`src/rtl/pipe_datapath_param.sv`:
```
// Three-stage EX/MEM/WB execution datapath: register file, ALU, MEM/WB forwarding,
// load-use stall, decode flush and registered NZCV flags.
module pipe_datapath_param #(
  parameter int WIDTH    = 32,
  parameter int NREG     = 32,
  parameter bit ZERO_REG = 1'b1
) (
  input  logic                     clk,
  input  logic                     reset,
  input  logic                     decValid,
  input  logic [$clog2(NREG)-1:0]  decRdAdrx0,
  input  logic [$clog2(NREG)-1:0]  decRdAdrx1,
  input  logic                     decUseRd0,
  input  logic                     decUseRd1,
  input  logic [$clog2(NREG)-1:0]  decWrAdrx,
  input  logic                     decWrEn,
  input  logic [2:0]               decAluCtl,
  input  logic                     decBSel,
  input  logic [WIDTH-1:0]         decImm,
  input  logic                     decLoad,
  input  logic                     decStore,
  input  logic                     decSetFlags,
  input  logic                     flush,
  input  logic [WIDTH-1:0]         dmemRdData,
  output logic                     stall,
  output logic [WIDTH-1:0]         dmemAdrx,
  output logic [WIDTH-1:0]         dmemWrData,
  output logic                     dmemWrEn,
  output logic                     dmemRdEn,
  output logic                     flagN,
  output logic                     flagZ,
  output logic                     flagC,
  output logic                     flagV,
  output logic                     wbValid,
  output logic [$clog2(NREG)-1:0]  wbWrAdrx,
  output logic [WIDTH-1:0]         wbData
);
  localparam int AW = $clog2(NREG);
  localparam int SW = $clog2(WIDTH);
  localparam int M  = WIDTH - 1;

  logic [WIDTH-1:0] rf [NREG];

  logic             mem_valid, mem_wr_en, mem_load, mem_store;
  logic [AW-1:0]    mem_dest;
  logic [WIDTH-1:0] mem_result, mem_data;

  logic             wb_valid_q, wb_wr_en, wb_load;
  logic [AW-1:0]    wb_dest;
  logic [WIDTH-1:0] wb_result;

  logic             src0_zero, src1_zero, issue;
  logic [WIDTH-1:0] fwd_a, fwd_b, alu_b, b_eff, alu_res;
  logic [WIDTH:0]   sum;
  logic             is_sub, alu_c, alu_v;

  assign wbData = wb_load ? dmemRdData : wb_result;

  always_comb begin
    src0_zero = ZERO_REG && (decRdAdrx0 == '0);
    src1_zero = ZERO_REG && (decRdAdrx1 == '0);

    fwd_a = src0_zero ? '0 : rf[decRdAdrx0];
    if (mem_valid && mem_wr_en && !mem_load && mem_dest == decRdAdrx0 && !src0_zero)
      fwd_a = mem_result;
    else if (wb_valid_q && wb_wr_en && wb_dest == decRdAdrx0 && !src0_zero)
      fwd_a = wbData;

    fwd_b = src1_zero ? '0 : rf[decRdAdrx1];
    if (mem_valid && mem_wr_en && !mem_load && mem_dest == decRdAdrx1 && !src1_zero)
      fwd_b = mem_result;
    else if (wb_valid_q && wb_wr_en && wb_dest == decRdAdrx1 && !src1_zero)
      fwd_b = wbData;
  end

  // Only a load in MEM can stall: its data is not available until WB.
  always_comb begin
    stall = decValid && !flush && mem_valid && mem_load && mem_wr_en &&
            !(ZERO_REG && mem_dest == '0) &&
            ((decUseRd0 && mem_dest == decRdAdrx0) || (decUseRd1 && mem_dest == decRdAdrx1));
    issue = decValid && !flush && !stall;
  end

  always_comb begin
    alu_b   = decBSel ? decImm : fwd_b;
    is_sub  = (decAluCtl == 3'b001);
    b_eff   = is_sub ? ~alu_b : alu_b;
    sum     = {1'b0, fwd_a} + {1'b0, b_eff} + {{WIDTH{1'b0}}, is_sub};
    alu_res = '0;
    alu_c   = 1'b0;
    alu_v   = 1'b0;
    case (decAluCtl)
      3'b000, 3'b001: begin
        alu_res = sum[M:0];
        alu_c   = sum[WIDTH];
        alu_v   = (fwd_a[M] == b_eff[M]) && (sum[M] != fwd_a[M]);
      end
      3'b010:  alu_res = fwd_a & alu_b;
      3'b011:  alu_res = fwd_a | alu_b;
      3'b100:  alu_res = fwd_a ^ alu_b;
      3'b101:  alu_res = fwd_a << alu_b[SW-1:0];
      3'b110:  alu_res = fwd_a >> alu_b[SW-1:0];
      default: alu_res[0] = $signed(fwd_a) < $signed(alu_b);
    endcase
  end

  always_ff @(posedge clk or posedge reset) begin
    if (reset) begin
      mem_valid  <= 1'b0;
      mem_wr_en  <= 1'b0;
      mem_load   <= 1'b0;
      mem_store  <= 1'b0;
      mem_dest   <= '0;
      mem_result <= '0;
      mem_data   <= '0;
      wb_valid_q <= 1'b0;
      wb_wr_en   <= 1'b0;
      wb_load    <= 1'b0;
      wb_dest    <= '0;
      wb_result  <= '0;
      {flagN, flagZ, flagC, flagV} <= '0;
    end else begin
      mem_valid  <= issue;
      mem_wr_en  <= decWrEn;
      mem_load   <= decLoad;
      mem_store  <= decStore;
      mem_dest   <= decWrAdrx;
      mem_result <= alu_res;
      mem_data   <= fwd_b;
      wb_valid_q <= mem_valid;
      wb_wr_en   <= mem_wr_en;
      wb_load    <= mem_load;
      wb_dest    <= mem_dest;
      wb_result  <= mem_result;
      if (issue && decSetFlags)
        {flagN, flagZ, flagC, flagV} <= {alu_res[M], alu_res == '0, alu_c, alu_v};
    end
  end

  always_ff @(posedge clk or posedge reset) begin
    if (reset) begin
      for (int unsigned i = 0; i < NREG; i++) rf[i] <= '0;
    end else if (wb_valid_q && wb_wr_en && !(ZERO_REG && wb_dest == '0)) begin
      rf[wb_dest] <= wbData;
    end
  end

  assign dmemAdrx   = mem_result;
  assign dmemWrData = mem_data;
  assign dmemWrEn   = mem_valid && mem_store;
  assign dmemRdEn   = mem_valid && mem_load;
  assign wbValid    = wb_valid_q;
  assign wbWrAdrx   = wb_dest;
endmodule
```
`config.mk`:
```
export PLATFORM = sky130hd
export DESIGN_NAME = pipe_datapath_param
export DESIGN_NICKNAME = d
export VERILOG_FILES = /design/src/rtl/pipe_datapath_param.sv
export SDC_FILE = /design/constraint.sdc
export NUM_CORES = 2
export LEC_CHECK = 0
export BUFFER_PORTS_ARGS = -buffer_cell sky130_fd_sc_hd__clkbuf_2
export CORE_MARGIN = 4
export CORE_UTILIZATION = 63
export DETAILED_ROUTE_END_ITERATION = 8
export HOLD_SLACK_MARGIN = 0.1
export PLACE_DENSITY = 0.81
export SYNTH_ARGS = -nofsm -noshare
export SYNTH_HDL_FRONTEND = slang
export SYNTH_SLANG_ARGS = --single-unit
```
`constraint.sdc`:
```
create_clock -name clk -period 48.9 [get_ports clk]
set_clock_uncertainty 0.1 [all_clocks]
set_input_delay 7.335 -clock clk [delete_from_list [all_inputs] [get_ports clk]]
set_output_delay 7.335 -clock clk [all_outputs]
set_load 0.05 [all_outputs]
```
# Word-level counts from Yosys, hierarchy flattened
# Index checks and enable logic that the tools add are counted.
# totals
out_inout_bits	109
elab_cells	139
reg_bits	1141
in_bits	93
# classes
muxes	22
reduce_logical	41
order_cmp	5
eq_ne	12
n_shift	2
add_sub_neg	2
bitwise_logic	7
# ops
op	count
bitwise mux 1024 bit	1
2-to-1 mux 32 bit	14
binary-select mux 32 bit (select 5 bit)	2
one-hot mux 31 bit (6 select lines)	1
demux 32 bit (select 5 bit)	1
adder 32 x 32 -> 33 bit	1
adder 33 x 1 -> 33 bit	1
AND 32 bit	1
logical NOT 32 bit	1
less-than comparator 32 bit	1
inverter 32 bit	1
OR 32 bit	1
<< shifter 32 x 5 -> 32 bit	1
>> shifter 32 x 5 -> 32 bit	1
XOR 32 bit	1
logical AND 1 bit	26
equality test 5 bit	4
logical NOT 5 bit	4
greater-or-equal comparator 6 bit, second input constant	3
inverter 5 -> 6 bit	3
equality test 3 bit, second input constant	3
logical NOT 1 bit	7
equality test 3 x 2 -> 1 bit, second input constant	2
less-than comparator 6 x 1 -> 1 bit, second input constant	1
other kinds (8)	9

# Depth between registers and ports, before layout
# depth
ltp_word	15
depth_mapped	31
mapped_depth_nobuf	23

# Worst setup path after synthesis
# OpenSTA, ideal clock, no wires.
# synth_timing
path_type	input-to-output
from	input decRdAdrx1[4]
to	output stall
path_buffers	1
t_required_ps	41465
path_stages	6
t_arrival_ps	9591
slack_ps	31874
cell_sequence	clkbuf_1 xnor2_1 nand2_1 nor3_1 a22oi_1 nor4_1
# synth_between
elab_chain_len	4
# synth_rtl
element	line	rtl
from (decl)	12	input logic [$clog2(NREG)-1:0] decRdAdrx1,
equality test 5 bit	80	((decUseRd0 && mem_dest == decRdAdrx0) || (decUseRd1 && mem_dest == decRdAdrx1));
logical AND 1 bit	80	
logical OR 1 bit	80	
logical AND 1 bit	79	!(ZERO_REG && mem_dest == '0) &&
to (decl)	25	output logic stall,
# Every way passes these cells.

# Worst setup path after layout
# layout_timing
from	input decRdAdrx1[2]
to	output stall
# The elaborated chain is that of the path after synthesis.

==> key figures <==
Outcome
  • Status: completed

Layout
  • Filler cells: 7,169
  • Cell area after layout: 71,700 sq um
  • Area of the multi-input gates: 34,500 sq um
  • Layout cells sized above 1: 20.0%
  • NumNets Final: 6,279
  • Layout Cells excl Fill: 7,540
  • Area growth, synth to finish: 9.31%
  • Reg area: 28,600 sq um

GRT
  • Initial antenna violation count: 9
  • GR Overflow Total: 0
  • Largest net degree at the start of global routing: 182
  • Gr usage total: 44.4%
  • Vias in the first global route: 55.1k
  • First-pass GRT wire length: 356 mm

Critical path
  • CP delay by family, top: buffers and inverters
  • Type of element capturing the critical path: primary output
  • Critical path class: in -> out
  • FF-to-FF End: flagZ
  • Maximum fanout along the worst path: 55
  • Count of cell instances traversed by the critical path: 7
  • WP buf/inv: 2
  • Req. time, crit path: 41.47 ns
  • RR Startpoint: wbWrAdrx[3]
  • Worst Setup EP: stall
  • CP arrival: 9.38 ns
  • Cells along the critical path: buf_6 > xnor2_1 > nand2_1 > nor3_1 > a22oi_1 > nor4_1 > clkbuf_2
  • R2R cell count: 24
  • Startpoint Class: input pin
  • Slowest cell on the critical path: buf_6
  • Register-to-Register Setup Slack: 40.61 ns
  • Worst path max stage delay: 0.56 ns
  • Worst Setup SP: decRdAdrx1[2]

Detailed routing
  • Drt first pass iters: 6
  • First DRT Iteration DRCs: 8,638
  • Final wirelength: 242 mm
  • Vias post-DR: 55.8k
  • Drt drc: 0
  • Via/cell ratio: 7.39
  • Antenna-violating nets left: 0
  • Drt wl/cell: 32.1 microns

STA
  • Tmin final: 16.82 ns
  • Final Setup Violations: 0
  • Slew Limit Fails: 0
  • Fin crit share: 34.4%
  • Endpoints failing hold: 0
  • Worst-Margin Slew: 1.39 ns
  • Fmax: 59.5 MHz
  • RSZ-0062 raised after global routing: no
  • Hold Slack: 0.293 ns
  • Max transition margin: 6.73%
  • Setup TNS: 0 ns

Die
  • Initial core utilization: 63.4%
  • Core area: 103,000 sq um
  • Die Span Y: 331 microns
  • Die ar.: 109,000 sq um
  • # IOs: 202
  • Rows: 118
  • Die Span X: 331 microns

Clock tree
  • Htree depth: 3
  • # clock sinks: 1,141
  • Clk root buf: clkbuf_16
  • CTS Buf Count: 115
  • Clock buffer depth: 3
  • Post-CTS Setup Bufs: 0
  • # hold bufs at CTS: 0
  • CTS tree: yes
  • Clk pin slew, worst setup/hold paths: 0.06 ns
  • Clk_lat worst skew: 0.75 ns
  • CTS resizes: 0

Logic synthesis
  • Syn avg cell area: 10.6 sq um
  • Synth cell types: 90
  • Asr flop ratio synth: 100%
  • EDFF count, synth: 0
  • Sequential cell area fraction in the yosys report: 43.5%
  • Top_reg_cell synth: dfrtp_1
  • YS warnings: 0
  • Syn nets: 6,424
  • Mapped Cells: 6,202
  • #FFs+latches synth: 1,141
  • Post-Syn Area: 65,600 sq um

Run
  • Max Cap Violations: 0

Place
  • Hpwl dp: 148 mm
  • Placed cells: 7,319
  • Final Wtd Congestion: 1.10
  • IO Port Bufs: 201
  • Dpl cell area: 67,600 sq um

Pwr
  • Pwr/cell area: 39.2 nW/um^2
  • VDD IR-drop max: 0.0364 mV
  • P_leak: 0.0290 uW

Min path
  • Min-Delay Path Class: reg -> reg
## cells in the mapped netlist, types with 14 or more instances
cell / number / area share (%)
a22oi_1: 20 / 0.23
o221ai_1: 54 / 0.72
a311oi_1: 16 / 0.21
o21a_1: 41 / 0.47
buf_2: 56 / 0.43
nand4_1: 24 / 0.23
nor4_1: 14 / 0.13
clkbuf_1: 483 / 2.8
o22ai_1: 83 / 0.79
nor2_1: 676 / 3.9
mux2_2: 41 / 0.70
buf_4: 25 / 0.29
nor2b_1: 22 / 0.21
dfrtp_1: 1141 / 44
o21ai_0: 550 / 4.2
ha_1: 128 / 2.4
buf_6: 18 / 0.31
nand2_1: 669 / 3.8
xor2_1: 49 / 0.65
o211ai_1: 22 / 0.25
a21oi_1: 642 / 4.9
nor3_1: 54 / 0.41
xnor2_1: 22 / 0.29
o32a_1: 31 / 0.47
mux2i_1: 274 / 4.2
inv_1: 123 / 0.70
buf_1: 35 / 0.20
a221oi_1: 22 / 0.29
a21o_1: 27 / 0.31
and3_1: 28 / 0.27
a211oi_1: 34 / 0.39
a31oi_1: 16 / 0.15
nand3_1: 40 / 0.31
nand2b_1: 15 / 0.14
mux4_2: 542 / 19
## cells by family (layout without fill, tap and decap cells)
| logic type | count (synthesis) | count (layout) | synth area share [%] |
|---|---|---|---|
| buffers and inverters | 744 | 692 | 4.72 |
| other | 0 | 10 | 0 |
| multiplexers | 859 | 859 | 23.5 |
| AND/OR/NAND/NOR | 1608 | 1608 | 10.2 |
| XOR/XNOR | 71 | 71 | 0.948 |
| AO/OA/AOI/OAI | 1650 | 1650 | 14.6 |
| flip-flops | 1141 | 1141 | 43.5 |
| adder cells (fa/ha/maj) | 129 | 129 | 2.47 |
## per-layer routing
metal	global-route usage (%)	wire [microns]	vias to the layer above
li1	-	-	22400
met1	55.9	80500	27400
met2	63.8	104000	4712
met3	13.8	32400	1306
met4	35.9	24600	2
met5	0	13	-
## final cells by class
type,count,area share [%]
timing repair buffer,355,3.21
tap,1380,2.41
inverter,127,0.679
sequential,1141,39.8
clock inverter,51,1.09
antenna,10,0.0349
multi-input combinational,4317,48.2
clock buffer,159,4.59
## where the power goes
group / switching, uW / leakage (uW) / total, uW / internal, uW
Clock: 399 / 0.00198 / 960 / 561
Combinational: 429 / 0.0158 / 690 / 261
Sequential: 106 / 0.0112 / 1160 / 1050
Total: 934 / 0.0290 / 2810 / 1880
## per-stage QoR
step / power (uW) / util, % / worst slack (ns)
after global placement: 1810 / 65.3 / 32.11
final: 2810 / 69.3 / 32.08
after CTS: 2780 / 69.2 / 32.07
after floorplan: 1610 / - / 9.33
after global routing: 2900 / 69.3 / 31.91
after detailed placement: 1830 / 65.3 / 32.08
## registers in the layout, summed over array words and instances (netlist names), 5 cells and up
name and count:
dmemAdrx 32, dmemWrData 32, mem_dest 5, rf 1024
wbWrAdrx 5, wb_result 32
## worst min-delay path by stage
stage	cells after the start	start	to
floorplan	0	mem_load	wb_load
global placement	0	rf[1000]	rf[1000]
detailed placement	0	rf[995]	rf[995]
CTS	0	rf[1017]	rf[1017]
global route	0	rf[995]	rf[995]
finish	0	rf[1022]	rf[1022]
## worst reg2reg max path, cell delays in order (launching register included)
cell       delay [ns]
dfrtp_1          0.69
xor2_1           0.15
nor4_2           0.46
a22o_2           0.44
buf_4            0.65
a21oi_1          0.14
a221oi_1         0.71
or2_2            0.62
xnor2_1          0.13
ha_1             0.40
nand2b_1         0.15
a21oi_1          0.14
o211ai_1         0.32
a31oi_1          0.24
a221oi_1         0.34
buf_4            0.22
o21bai_1         0.07
a21oi_1          0.18
xor2_1           0.40
o221ai_1         0.20
or3_1            0.37
nand4bb_1        0.26
nor4b_2          0.55
nand4_1          0.15
o21ai_1          0.15
## layout by cell type (no fill, tap or decap), types with 128 or more instances in the layout
cell	Yosys	final
dfrtp_1	1141	1140
nor2_1	676	663
nand2_1	669	657
a21oi_1	642	642
o21ai_0	550	550
mux4_2	542	542
mux2i_1	274	241
clkbuf_2	0	193
buf_4	25	148
ha_1	128	128
Note: power is estimated with default switching activity, not from simulation.
